[config.mk]
export PLATFORM = sky130hd
export DESIGN_NAME = gpio_mul_engine
export DESIGN_NICKNAME = d
export VERILOG_FILES = /design/src/rtl/gpio_mul_engine_pkg.sv /design/src/rtl/gpio_mul_engine_mul.sv /design/src/rtl/gpio_mul_engine.sv
export SDC_FILE = /design/constraint.sdc
export NUM_CORES = 1
export LEC_CHECK = 0
export CAP_MARGIN = 40
export CORE_ASPECT_RATIO = 1.4
export CORE_MARGIN = 2
export CORE_UTILIZATION = 46
export CTS_CLUSTER_DIAMETER = 60
export CTS_CLUSTER_SIZE = 40
export DETAILED_ROUTE_END_ITERATION = 7
export PLACE_DENSITY = 0.73
export SYNTH_ARGS = -nofsm -noshare
export SYNTH_HDL_FRONTEND = slang
export SYNTH_SLANG_ARGS = --single-unit
[constraint.sdc]
create_clock -name clk -period 6.1 [get_ports clk]
set_clock_uncertainty 0.05 [all_clocks]
set_input_delay 1.22 -clock clk [delete_from_list [all_inputs] [get_ports clk]]
set_output_delay 1.22 -clock clk [all_outputs]
set_load 0.05 [all_outputs]
[src/rtl/gpio_mul_engine_pkg.sv]
// gpio_mul_engine_pkg: register map, STATUS bit positions and FSM states shared by the multiply engine.
package gpio_mul_engine_pkg;
    localparam logic [15:0] ADDR_A1     = 16'h0108;
    localparam logic [15:0] ADDR_A2     = 16'h0110;
    localparam logic [15:0] ADDR_W      = 16'h0118;
    localparam logic [15:0] ADDR_L      = 16'h0120;
    localparam logic [15:0] ADDR_STATUS = 16'h0128;
    localparam logic [15:0] ADDR_CTRL   = 16'h0130;
    localparam int ST_BUSY = 0;
    localparam int ST_DONE = 1;
    localparam int ST_OVF  = 2;
    localparam int ST_ERR  = 3;
    typedef enum logic [1:0] {IDLE, RUN, FIN} state_t;
endpackage

[src/rtl/gpio_mul_engine_mul.sv]
// mul_seq: LSB-first shift-add multiplier, one multiplier bit per cycle while busy.
module mul_seq #(
    parameter int OP_W = 24
) (
    input  logic                clk,
    input  logic                n_reset,
    input  logic                start,
    input  logic                busy,
    input  logic [OP_W-1:0]     a,
    input  logic [OP_W-1:0]     b,
    output logic [2*OP_W-1:0]   product
);
    logic [2*OP_W-1:0] mcand;
    logic [OP_W-1:0]   mplier;

    always_ff @(posedge clk or negedge n_reset)
        if (!n_reset) begin
            mcand   <= '0;
            mplier  <= '0;
            product <= '0;
        end else if (start) begin
            mcand   <= {{OP_W{1'b0}}, a};
            mplier  <= b;
            product <= '0;
        end else if (busy) begin
            product <= mplier[0] ? product + mcand : product;
            mcand   <= mcand << 1;
            mplier  <= mplier >> 1;
        end
endmodule

[src/rtl/gpio_mul_engine.sv]
// gpio_mul_engine: bus-mapped sequential multiplier with completion counter and GPIO capture.
// Define GPIO_MUL_ENGINE_POPCNT_EN to compile in the product popcount (L register).
module gpio_mul_engine #(
    parameter int OP_W   = 24,
    parameter int RES_W  = 32,
    parameter int DATA_W = 32
) (
    input  logic              clk,
    input  logic              n_reset,
    input  logic [15:0]       saddress,
    input  logic              srd,
    input  logic              swr,
    input  logic [DATA_W-1:0] sdata_in,
    output logic [DATA_W-1:0] sdata_out,
    input  logic [DATA_W-1:0] gpio_in,
    input  logic              gpio_latch,
    output logic [DATA_W-1:0] gpio_out,
    output logic [DATA_W-1:0] gpio_in_s_insp
);
    import gpio_mul_engine_pkg::*;

    localparam int CW = $clog2(OP_W + 1);

    state_t              state;
    logic [CW-1:0]       cnt;
    logic [DATA_W-1:0]   a1, a2, l_rd, rd_data;
    logic [RES_W-1:0]    w, w_next;
    logic [2*OP_W-1:0]   product;
    logic [3:0]          status;
    logic                done, ovf, err, latch_q, busy, big;
    logic                wr_a1, wr_a2, start, abort, rd_status;
`ifdef GPIO_MUL_ENGINE_POPCNT_EN
    logic [DATA_W-1:0]   l;
    assign l_rd = l;
`else
    assign l_rd = '0;
`endif

    assign busy      = state != IDLE;
    assign wr_a1     = swr && saddress == ADDR_A1;
    assign wr_a2     = swr && saddress == ADDR_A2;
    assign start     = wr_a2 && !busy;
    assign abort     = swr && saddress == ADDR_CTRL && sdata_in[0] && busy;
    assign rd_status = srd && saddress == ADDR_STATUS;
    assign big       = (product >> RES_W) != '0;
    assign w_next    = big ? product[2*OP_W-1 -: RES_W] : product[RES_W-1:0];

    always_comb begin
        status          = '0;
        status[ST_BUSY] = busy;
        status[ST_DONE] = done;
        status[ST_OVF]  = ovf;
        status[ST_ERR]  = err;
        rd_data = saddress == ADDR_A1     ? a1 :
                  saddress == ADDR_A2     ? a2 :
                  saddress == ADDR_W      ? DATA_W'(w) :
                  saddress == ADDR_L      ? l_rd :
                  saddress == ADDR_STATUS ? DATA_W'(status) : '0;
    end

    mul_seq #(.OP_W(OP_W)) u_mul (
        .clk     (clk),
        .n_reset (n_reset),
        .start   (start),
        .busy    (state == RUN),
        .a       (a1[OP_W-1:0]),
        .b       (sdata_in[OP_W-1:0]),
        .product (product)
    );

    always_ff @(posedge clk or negedge n_reset)
        if (!n_reset) begin
            state          <= IDLE;
            cnt            <= '0;
            a1             <= '0;
            a2             <= '0;
            w              <= '0;
            done           <= 1'b0;
            ovf            <= 1'b0;
            err            <= 1'b0;
            latch_q        <= 1'b0;
            sdata_out      <= '0;
            gpio_out       <= '0;
            gpio_in_s_insp <= '0;
`ifdef GPIO_MUL_ENGINE_POPCNT_EN
            l              <= '0;
`endif
        end else begin
            latch_q <= gpio_latch;
            if (gpio_latch && !latch_q) gpio_in_s_insp <= gpio_in;
            if (srd) sdata_out <= rd_data;
            if (wr_a1 && !busy) a1 <= sdata_in;
            if (wr_a2 && !busy) a2 <= sdata_in;
            // a rejected write in the same cycle as a STATUS read keeps err set
            err <= ((wr_a1 || wr_a2) && busy) || (err && !rd_status);
            if (abort) state <= IDLE;
            else
                unique case (state)
                    IDLE: if (start) begin
                        state <= RUN;
                        cnt   <= CW'(OP_W);
                        done  <= 1'b0;
                        ovf   <= 1'b0;
                        w     <= '0;
`ifdef GPIO_MUL_ENGINE_POPCNT_EN
                        l     <= '0;
`endif
                    end
                    RUN: begin
                        cnt <= cnt - 1'b1;
                        if (cnt == CW'(1)) state <= FIN;
                    end
                    FIN: begin
                        state    <= IDLE;
                        w        <= w_next;
                        ovf      <= big;
                        done     <= 1'b1;
                        gpio_out <= gpio_out + 1'b1;
`ifdef GPIO_MUL_ENGINE_POPCNT_EN
                        l        <= DATA_W'($countones(product));
`endif
                    end
                    default: state <= IDLE;
                endcase
        end
endmodule

## Yosys cells after proc, flatten, opt, wreduce, memory -nomap -nowiden

Index checks and enable logic that the tools add are counted.

- Logic and storage cells: 83
- Register bits: 323
- Output and inout bits: 96
- Input port bits: 85

- Bitwise logic cells: 1
- Reduce and logical (&&, ||, !) cells: 28
- Eq/ne operators: 12
- Add/subtract/negate cells: 3
- Mux-type cells: 24

Operator list:

| operator | number |
|---|---|
| two-way mux 48 bit | 5 |
| two-way mux 32 bit | 5 |
| equality test 16 x 9 -> 1 bit, second input constant | 6 |
| one-hot mux 32 bit (2 select lines) | 1 |
| adder 48 bit | 1 |
| two-way mux 24 bit | 2 |
| nonzero test 48 bit | 1 |
| adder 32 x 1 -> 32 bit, second input constant | 1 |
| logical AND 1 bit | 11 |
| one-hot mux 5 bit (2 select lines) | 1 |
| nonzero test 2 bit | 5 |
| two-way mux 4 bit | 2 |
| two-way mux 2 bit | 3 |
| inequality test 3 bit, second input constant | 2 |
| AND reduction 2 bit | 3 |
| AND reduction 3 bit | 2 |
| equality test 5 x 1 -> 1 bit, second input constant | 1 |
| two-way mux 5 bit | 1 |
| subtractor 5 x 1 -> 5 bit, second input constant | 1 |
| one-hot mux 1 bit (2 select lines) | 2 |
| one-hot mux 2 bit (2 select lines) | 1 |
| logical NOT 1 bit | 3 |
| equality test 2 x 1 -> 1 bit, second input constant | 1 |
| equality test 2 bit, second input constant | 1 |
| other kinds (5) | 6 |

## Depth between registers and ports, before layout

- Depth after elaboration: 6
- Gate-level depth with buffers: 12
- Gate-level depth less buffers: 12

## Modules after synthesis

Synthesis repeated with hierarchy kept, for this count alone.

- Cells, all modules: 1,548
- Area total of the unflattened synthesis: 16,732.3 um^2

By module, submodules not included:

| module | cells an instance | instances | area each (um^2) |
|---|---|---|---|
| gpio_mul_engine | 717 | 1 | 9,057.4 |
| mul_seq | 831 | 1 | 7,674.9 |

## Worst setup path after synthesis

OpenSTA, ideal clock, no wires.

- Path type: input-to-reg
- From: input port saddress[13]
- To: register gpio_out[9]
- Arrival time: 2.949 ns
- Buffers on the path: 2
- Required time: 5.905 ns
- Path slack: 2.956 ns
- Stages on the path: 11
- Cells stage by stage: nor3_1 > nand4_4 > nor4_4 > or3b_1 > buf_4 > buf_4 > nor2_1 > nand4_1 > inv_2 > and2_1 > xor2_1

- Cells in the longest elaborated chain, start to end: 6

RTL lines:

| item | RTL line | text |
|---|---|---|
| from (decl) | gpio_mul_engine.sv:10 | `input logic [15:0] saddress,` |
| equality test 16 x 9 -> 1 bit | gpio_mul_engine.sv:43 | `assign abort = swr && saddress == ADDR_CTRL && sdata_in[0] && busy;` |
| logical AND 1 bit (3 in series) | gpio_mul_engine.sv:43 |  |
| NOT 1 bit (no source line) | - |  |
| AND reduction 2 bit (no source line) | - |  |
| to (signal assigned) | gpio_mul_engine.sv:118 | `gpio_out <= gpio_out + 1'b1;` |
| to (decl) | gpio_mul_engine.sv:17 | `output logic [DATA_W-1:0] gpio_out,` |

Every way passes these cells.
A chain may end at the register's enable or synchronous reset.

## Final worst setup path

- From: input port saddress[1]
- To: register gpio_out[31]

The elaborated chain is that of the path after synthesis.

==> run metrics <==
final WL=43100 um; Detailed Routing Iterations Pass 1=5; starting density of the core=46.7%; Yosys reg bits=approximately 320; unrepaired setup endpoints after global routing=no; Critical Path Sink Type=register; post-synthesis sequential area ratio=49.7%; final cell area excluding filler cells=19200 um2; Worst Tran Pin Value=1.04 ns; Yosys cell types=73; Syn Inst Count=1682; Mapped Area=16300 um2; final setup fails=0; Worst Hold Launch=a2[13]; dpl hpwl=a little over 30000 um; most frequently used flop master after synthesis=dfrtp_1; CTS clk-pin slew, worst paths=roughly 0.13 ns; min Tclk post-route=3.54 ns; Die H=between 200 and 250 um; Power Total=4.19 mW; Hold Path End=a2[13]; Synth async-reset ratio=100%; Worst-Skew Late Latency=0.56 ns; Synth Area in Compound Gates=14.3%; EDFF count, synth=0; Ys Warns=0; input/output buffers=180; peak supply drop=188 uV; final hold slack=0.427 ns; number of global-route vias before repair=13.0k; core area=34900 um2; Synth Area in Simple Gates=~18%; Placement Setup Slack=between 1.5 and 2 ns; Arr. time, crit path=roughly 4.0 ns; final hold violations=0; CTS tree=done; status=finished clean; syn avg cell area=between 9 and 10 um2; first-pass GRT wire length=69300 um; largest net degree at the start of global routing=117; Slew Viols, Final=0; post-synth top area share=49.7%; leading area contributor after synthesis=dfrtp_1; Tcrit/Tclk final=58.0%; layout filler cell count=3001; Bufs on Longest Clock Path=3; cell depth of the worst flop-to-flop path=12; Crit Path Max Fanout=41; setup TNS=0 ns; DR WL/cell=between 15 and 20 um; reg-to-reg endpoint=u_mul.product[30]; Final Core Density=around 55%; # rows=81; Sink Count=approximately 320; Synth Area in XOR/XNOR=under 10%; die area=about 37000 um2; Antenna Nets Post-Route=0; post-synthesis mux area share=7.80%; leakage power=8.77 nW; Rel. slew slack=28.7%; non-filler cells, final=2265; CP startpoint kind=primary input; Max-Cap Viols=0; vias after detailed routing=12.9k; FF-to-FF Start=u_mul.mcand[0]; FF-to-FF setup slack=2.77 ns; Mapped Nets=1818; layout cell share with drive strength beyond 1=10.0%; min setup slack post-route=around 2.6 ns; Antenna diodes=0; CP Data Required Time=6.54 ns; GRT Residual Overflow=0; # resized after CTS=0; CTS buffer count=18; Tot GR Track Use=23.5%; CTS H-tree lvls=1; vias per cell=5.71; Hold WC Path Type=register to register; top post-synthesis cells by area=dfrtp_1, nand2_1, mux2_2; final net count=1933; chip width=around 160 um; PwrDens=218 nW/um2; hold buffers post-CTS=0; IO Count=181; Worst Hold Depth=2; post-CTS setup buffers=0; post-synthesis adder-cell area fraction=around 4%; First DRT Iteration DRCs=944; root buf cell=clkbuf_16; Cell Area, Placed=around 18000 um2; initial antenna violation count=0; Area Overhead vs Synth=18.0%; DRC=0; GP Congestion=a little over 0.9; crit path kind=primary input to register; Max Clock Freq=0.283 GHz; Placed Cells=2233; largest family of logic cells by synthesized area=simple AND/OR/NAND/NOR gates
## power breakdown
group / switching [mW] / leakage [nW] / total (mW) / internal [mW]
Clock: 0.892 / 0.345 / 1.54 / 0.651
Sequential: 0.0238 / 3.89 / 2.21 / 2.19
Combinational: 0.272 / 4.53 / 0.435 / 0.164
Total: 1.19 / 8.77 / 4.19 / 3.00
## flip-flops by register name (all words and copies together), names as in the netlist
| signal | cells |
|---|---|
| u_mul.mplier | 24 |
| cnt | 5 |
| w | 32 |
| a2 | 32 |
| done | 1 |
| u_mul.mcand | 48 |
| gpio_in_s_insp | 32 |
| ovf | 1 |
| err | 1 |
| sdata_out | 32 |
| a1 | 32 |
| u_mul.product | 48 |
| state | 2 |
| gpio_out | 32 |
| latch_q | 1 |
## cell families after synthesis
kind of cell / count (synthesis)
flip-flops: 323
XOR/XNOR: 72
AO/OA/AOI/OAI: 378
adder cells (fa/ha/maj): 51
AND/OR/NAND/NOR: 625
buffers and inverters: 118
multiplexers: 115
## cell usage in the layout, fill, tap and decap left out, types with 15 or more instances in the layout
cell type,instances
a21o_1,29
a21oi_1,112
a22oi_1,52
clkbuf_16,18
clkdlybuf4s50_1,177
dfrtp_1,323
ha_1,50
inv_1,15
mux2_2,95
mux2i_1,20
nand2_1,357
nand3_1,81
nand4_1,19
nor2_1,72
o21ai_0,112
xnor2_1,47
xor2_1,25
## worst max-delay path, cell delays in order
cell             delay (ns)
clkdlybuf4s50_1        0.44
nor4_4                 0.33
nand4_4                0.23
nor4_4                 0.41
or3b_1                 0.16
buf_4                  0.38
nor3_2                 0.14
and4_1                 0.24
and2b_4                0.19
nand3_1                0.09
xnor2_1                0.12
## area by class of cell
class	instances	area, um2	share of cell area, %
clock inverters	13	280	1.46
flip-flops and latches	323	8080	42.1
clock buffers	19	464	2.42
well taps	456	571	2.97
inverters	17	63.8	0.332
multi-input cells	1241	7760	40.4
repair buffers	196	1990	10.3
## per-layer routing
| layer | GRT usage (%) | share of wire, % | up-vias | routed length, um |
|---|---|---|---|---|
| met5 | 0 | 0 | - | 0 |
| met4 | 8.11 | 3.0 | 0 | 1280 |
| met1 | 28.8 | 41 | 6387 | 17500 |
| met2 | 43.1 | 52 | 349 | 22500 |
| met3 | 2.10 | 4.2 | 72 | 1830 |
| li1 | - | - | 6117 | - |
## cells in the mapped netlist (all sizes together), types with 2 or more instances
cell,n
or3,4
nor3,19
nand3,83
o32ai,3
dfrtp,323
nor3b,2
a31oi,5
xor2,25
nand3b,4
nor4b,2
ha,50
a31o,3
a21o,29
o21a,7
o31a,2
nor2b,7
o31ai,4
nand2b,4
a21oi,112
buf,21
and3,14
mux2,95
inv,17
a21boi,5
nand2,358
a2111oi,4
nand4,20
a211oi,2
nor4,12
o21bai,13
or3b,3
a22oi,52
xnor2,47
clkbuf,80
and4,3
or2,4
and2,8
a311oi,2
a211o,4
nor2,75
o22ai,2
mux2i,20
o21ai,118
o221ai,3
## worst max-delay path by stage
stage | from | end | slack (ns) | depth (start not counted)
2_1_floorplan | saddress[13] | gpio_out[9] | 2.96 | 11
3_3_place_gp | saddress[1] | gpio_out[29] | 2.06 | 11
3_5_place_dp | saddress[1] | cnt[3] | 1.97 | 10
4_1_cts | saddress[1] | gpio_out[31] | 2.58 | 11
5_1_grt | saddress[1] | u_mul.product[27] | 2.37 | 8
6_report | saddress[1] | gpio_out[31] | 2.56 | 11
Power figures use the tool's default switching activity.
